===== config.mk =====
export PLATFORM = sky130hd
export DESIGN_NAME = fetch_pc_gen
export DESIGN_NICKNAME = d
export VERILOG_FILES = /design/src/rtl/fetch_pc_gen.sv
export SDC_FILE = /design/constraint.sdc
export NUM_CORES = 1
export LEC_CHECK = 0
export ABC_AREA = 1
export ABC_CLOCK_PERIOD_IN_PS = 3720
export CORE_AREA = 2 2 85 87
export CTS_BUF_LIST = sky130_fd_sc_hd__clkbuf_4 sky130_fd_sc_hd__clkbuf_8
export DETAILED_ROUTE_END_ITERATION = 6
export DIE_AREA = 0 0 87 89
export HOLD_SLACK_MARGIN = 0.12
export PLACE_DENSITY = 0.79
export SYNTH_ARGS = -nofsm -noshare
export SYNTH_HDL_FRONTEND = slang
export SYNTH_SLANG_ARGS = --single-unit

===== constraint.sdc =====
create_clock -name FPC_CLK -period 3.72 [get_ports FPC_CLK]
set_clock_uncertainty 0.2 [all_clocks]
set_input_delay 0.744 -clock FPC_CLK [delete_from_list [all_inputs] [get_ports FPC_CLK]]
set_output_delay 0.744 -clock FPC_CLK [all_outputs]
set_load 0.05 [all_outputs]

===== src/rtl/fetch_pc_gen.sv =====
// Fetch-PC generator: presents FW consecutive slot PCs from an aligned block base with a start-slot mask.
// Redirects show one cycle after request; a stall (VALID && !READY) holds every output stable.
module fetch_pc_gen #(
   parameter int              FW        = 2,
   parameter int              XLEN      = 32,
   parameter logic [XLEN-1:0] RESET_VEC = '0
) (
   input  logic               FPC_CLK,
   input  logic               FPC_RST_N,
   input  logic               FPC_READY,
   input  logic               FPC_TRAP,
   input  logic [XLEN-1:0]    FPC_TRAP_VEC,
   input  logic               FPC_BR,
   input  logic [XLEN-1:0]    FPC_BR_TGT,
   input  logic               FPC_HALT,
   output logic               FPC_VALID,
   output logic [FW*XLEN-1:0] FPC_PC,
   output logic [FW-1:0]      FPC_SLOT_VLD,
   output logic               FPC_MISALIGN
);

   localparam int              BW    = $clog2(FW * 4);
   localparam int              SSW   = (FW > 1) ? $clog2(FW) : 1;
   localparam logic [XLEN-1:0] BLK   = XLEN'(FW * 4);
   localparam logic [XLEN-1:0] AMASK = ~(BLK - XLEN'(1));

   localparam logic [1:0] ST_BOOT   = 2'd0;
   localparam logic [1:0] ST_RUN    = 2'd1;
   localparam logic [1:0] ST_HALTED = 2'd2;

   if (FW < 1 || FW > 8 || (FW & (FW - 1)) != 0) begin : g_bad_fw
      $error("fetch_pc_gen: FW must be a power of two in 1..8");
   end
   if ((RESET_VEC & ~AMASK) != '0) begin : g_bad_vec
      $error("fetch_pc_gen: RESET_VEC must be aligned to FW*4 bytes");
   end

   logic [XLEN-1:0] base_q, base_d;
   logic [SSW-1:0]  ss_q, ss_d;
   logic [1:0]      state_q, state_d;
   logic            mis_q;
   logic            redir;
   logic [XLEN-1:0] tgt, tgt_al;

   always_comb begin
      redir   = FPC_TRAP | FPC_BR;
      tgt     = FPC_TRAP ? FPC_TRAP_VEC : FPC_BR_TGT;
      tgt_al  = {tgt[XLEN-1:2], 2'b00};
      base_d  = base_q;
      ss_d    = ss_q;
      if (redir) begin
         base_d = tgt_al & AMASK;
         ss_d   = SSW'(tgt_al[BW-1:0] >> 2);
      end else if (state_q == ST_RUN && FPC_READY) begin
         base_d = base_q + BLK;
         ss_d   = '0;
      end
      // BOOT, RUN and HALTED all leave on the halt level alone; redirects never change state
      state_d = FPC_HALT ? ST_HALTED : ST_RUN;
   end

   always_ff @(posedge FPC_CLK or negedge FPC_RST_N) begin
      if (!FPC_RST_N) begin
         base_q  <= RESET_VEC;
         ss_q    <= '0;
         state_q <= ST_BOOT;
         mis_q   <= 1'b0;
      end else begin
         base_q  <= base_d;
         ss_q    <= ss_d;
         state_q <= state_d;
         mis_q   <= redir && (tgt[1:0] != 2'b00);
      end
   end

   assign FPC_VALID    = (state_q == ST_RUN);
   assign FPC_MISALIGN = mis_q;

   always_comb begin
      FPC_PC       = '0;
      FPC_SLOT_VLD = '0;
      for (int i = 0; i < FW; i++) begin
         FPC_PC[i*XLEN +: XLEN] = base_q + XLEN'(4 * i);
         FPC_SLOT_VLD[i]        = FPC_VALID && (SSW'(i) >= ss_q);
      end
   end

endmodule


### Yosys cells after proc, flatten, opt, wreduce, memory -nomap -nowiden

Index checks and enable logic that the tools add are counted.

| cells by class | value |
|---|---|
| mux-type cells | 6 |
| equal/unequal tests | 1 |
| add/sub/neg operators | 2 |
| bitwise gates (word level) | 1 |
| magnitude comparators | 2 |
| reductions and logical operators | 6 |

Operators with widths:

| kind | number |
|---|---|
| 32-bit 2-to-1 mux | 3 |
| 32-bit by 3-bit adder with 32-bit output, second input constant | 1 |
| 32-bit by 4-bit adder with 32-bit output, second input constant | 1 |
| 1-bit logical AND | 4 |
| 2-bit nonzero test | 2 |
| 2-bit by 1-bit equality test with 1-bit output, second input constant | 1 |
| 1-bit >= comparator, first input constant | 2 |
| 1-bit 2-to-1 mux | 2 |
| 2-bit 2-to-1 mux | 1 |
| 1-bit OR | 1 |

| storage, ports and cells | value |
|---|---|
| input port bits | 70 |
| word-level logic and storage cells | 22 |
| output and inout bits | 68 |
| flip-flop bits (word level) | 36 |

### Longest topological paths before layout

| logic depth | value |
|---|---|
| word-level depth | 4 |
| gate-level depth with buffers | 9 |
| mapped depth without buffers | 9 |

### Worst setup path after synthesis

No wires, ideal clock.

| path | value |
|---|---|
| kind | reg-to-output |
| start | reg state_q[1] |
| end | out FPC_SLOT_VLD[0] |
| buffers on the path | 0 |
| stages on the path, launching flop included | 2 |
| data required time | 2776 ps |
| arrival time | 1468 ps |
| path slack | 1308 ps |
| cell sequence | dfrtp_1 > nor3_1 |

| on the way | value |
|---|---|
| word-level cells in the longest chain between the ends | 2 |

Ends and longest elaborated chain:

| item | RTL line | source |
|---|---|---|
| start: declaration | 40 | `logic [1:0] state_q, state_d;` |
| start signal: assignment | 71 | `state_q <= state_d;` |
| 2-bit by 1-bit equality test with 1-bit output | 76 | `assign FPC_VALID = (state_q == ST_RUN);` |
| 1-bit logical AND | 84 | `FPC_SLOT_VLD[i] = FPC_VALID && (SSW'(i) >= ss_q);` |
| end: declaration | 18 | `output logic [FW-1:0] FPC_SLOT_VLD,` |

Every way passes these cells.

### Worst setup path after layout

| path | value |
|---|---|
| start | reg state_q[1] |
| end | out FPC_SLOT_VLD[1] |

The elaborated chain is that of the path after synthesis.

==> reports/results.ini <==
[critical_path]
end_kind = output pin
crit_type = flop to output pin
required_ns = 2.78
start_kind = flop
critPathArrivalTime_ns = 2.00
cp_max_fo = 11

[power_and_ir_drop]
total_power_mw = 1.55
ir_drop_v = 0.000196
power.leakage_nw = 1.66
p_per_area_mw_per_mm2 = 391

[synthesis]
yosysSeqAreaShare_pct = 31.3
synthCells = 409
netlist_area_mm2 = 0.00264
synth_warnings = 0
synthTopCellsByArea = dfrtp_1 (31%), nand2_1 (12%), nor2_1 (9.7%)
avgSynthCellArea_um2 = 6.45
yosysTopAreaCell = dfrtp_1
yosysTopAreaCellShare_pct = 31.3
yosys_register_bits = 33
ys_types = 28

[detailed_routing]
avgViaCountPerCell = 5.11
via_count = 2984
route.antenna.remaining_nets = 0
routed_wl_um = 8710
drt_pass1_iterations = 4
wl_per_cell_um = 14.9
drcViolationCount = 0
drt_iter0_markers = 138

[sta]
hold_viol_final = 0
maxSlewHeadroom_pct = 49.7
setup_tns_ns = 0
finalSetupViolCount = 0
slew_viol_final = 0
period_share_pct = 79.2
tightest_slew_ns = 0.754
fin_crit_ns = 2.95
rsz0062_at_grt = false
max_freq_mhz = 339

[cts]
cts_hold_buf = 0
numCtsBuffers = 5
root_buffer = clkbuf_8
cts.path.max_buffers = 2
clkTransAtPathRegs_ns = 0.08
postCtsSetupBuffers = 0
cts_resized = 0
clock_latency_ns = 0.29
htree_levels = 2
cts_tree = done
clock-sinks = 33

[die]
dieArea_mm2 = 0.00774
pin_count = 138
rows = 30
initial_core_util_pct = 39.2
core_mm2 = 0.00672
die_w_um = 87
die_h_um = 89

[final_layout]
drive_gt1_share_pct = 6.35
multi_input_area_mm2 = 0.00146
n_fill_cell = 624
area_growth_pct = 50.5
final_common_cell = clkdlybuf4s50_1
fin_nets = 574
regArea_um2 = 826
antenna_cells = 0
layout_common_cells = clkdlybuf4s50_1 (131), nand2_1 (81), nor2_1 (67), nand3_1 (42)

[grt]
grt_pass1_wl_um = 13900
grt_antenna_before_repair = 0
grt_use_total_pct = 22.5
grt_max_degree = 34
first_global_vias = 2890
grt_remaining_overflow = 0

[worst_hold_path]
hold_class = flop to flop

[place]
numPortBuffers = 131
gp_congestion = 0.858
hpwl_um = 6560

[run_status]
status = completed

[run]
drv_cap = 0

==> power by group <==
group / switching (mW) / internal (mW) / leakage [nW]
clock: 0.152 / 0.201 / 0.0543
combinational: 0.462 / 0.259 / 1.21
sequential: 0.0780 / 0.400 / 0.394
==> state kept, by name, indices dropped and copies added, names as in the netlist <==
| name | flops |
|---|---|
| ss_q | 1 |
| base_q | 29 |
| FPC_MISALIGN | 1 |
| state_q | 2 |
==> logic make-up after synthesis <==
logic type | share of synthesized area [%]
compound gates | 17.5
xor+xnor | 0.665
fa+ha+maj | 0.475
buf+inv | 14.1
flops | 31.3
other cells | 0.285
simple gates | 35.7
==> worst max-delay path, cell delays in order (launching register included) <==
cell and delay (ns):
dfrtp_1 0.39, nor2_2 0.41, clkdlybuf4s50_1 0.91
==> layout make-up <==
class	count	area share [%]
clock buffers	5	1.74
clock inverters	3	1.17
inverters	34	3.22
multi-input cells	294	36.7
flip-flops and latches	33	20.8
well taps	80	2.52
repair buffers	135	33.8
==> synthesized netlist by cell type, drive strengths merged <==
| cell | number |
|---|---|
| a41oi | 1 |
| inv | 34 |
| o21ai | 13 |
| a31oi | 7 |
| xor2 | 2 |
| nor3 | 2 |
| nand3 | 42 |
| clkbuf | 31 |
| buf | 21 |
| a221oi | 1 |
| o211ai | 1 |
| nand4 | 2 |
| nand2 | 86 |
| dfrtp | 33 |
| a21oi | 22 |
| a22oi | 9 |
| nor2 | 81 |
| and2 | 1 |
| a22o | 17 |
| ha | 1 |
| conb | 2 |
==> metrics by stage <==
stage | instance area, um^2 | hold slack, ns | setup WS (ns) | util, % | std cells
floorplan | 2650 | 0.248 | 1.31 | - | 413
global placement | 3850 | 0.278 | 0.654 | 57.3 | 576
detailed placement | 3850 | 0.284 | 0.530 | 57.3 | 576
CTS | 3970 | 0.304 | 0.766 | 59.0 | 584
global route | 3970 | 0.342 | 0.641 | 59.0 | 584
finish | 3970 | 0.295 | 0.774 | 59.0 | 584
==> worst paths after layout <==
kind	from	slack, ns	end	depth (start not counted)
hold reg to reg	ss_q$_DFFE_PN0P_	0.29	ss_q$_DFFE_PN0P_	2
hold / removal	ss_q$_DFFE_PN0P_	0.29	ss_q$_DFFE_PN0P_	2
min in group asynchronous	FPC_RST_N	0.67	base_q[11]$_DFFE_PN0P_	2
max in group asynchronous	FPC_RST_N	2.31	base_q[25]$_DFFE_PN0P_	2
setup / recovery	state_q[1]$_DFF_PN0_	0.77	FPC_SLOT_VLD[1]	2
setup reg to reg	state_q[1]$_DFF_PN0_	1.78	base_q[21]$_DFFE_PN0P_	6
==> per-layer routing <==
| layer | routed length, um | global-route usage [%] | part of all wire [%] |
|---|---|---|---|
| met1 | 3880 | 29.1 | 44 |
| met2 | 4220 | 38.7 | 48 |
| met3 | 528 | 4.43 | 6.1 |
| met4 | 81 | 5.97 | 0.93 |
| met5 | 0 | 0 | 0 |
Power figures use the tool's default switching activity.
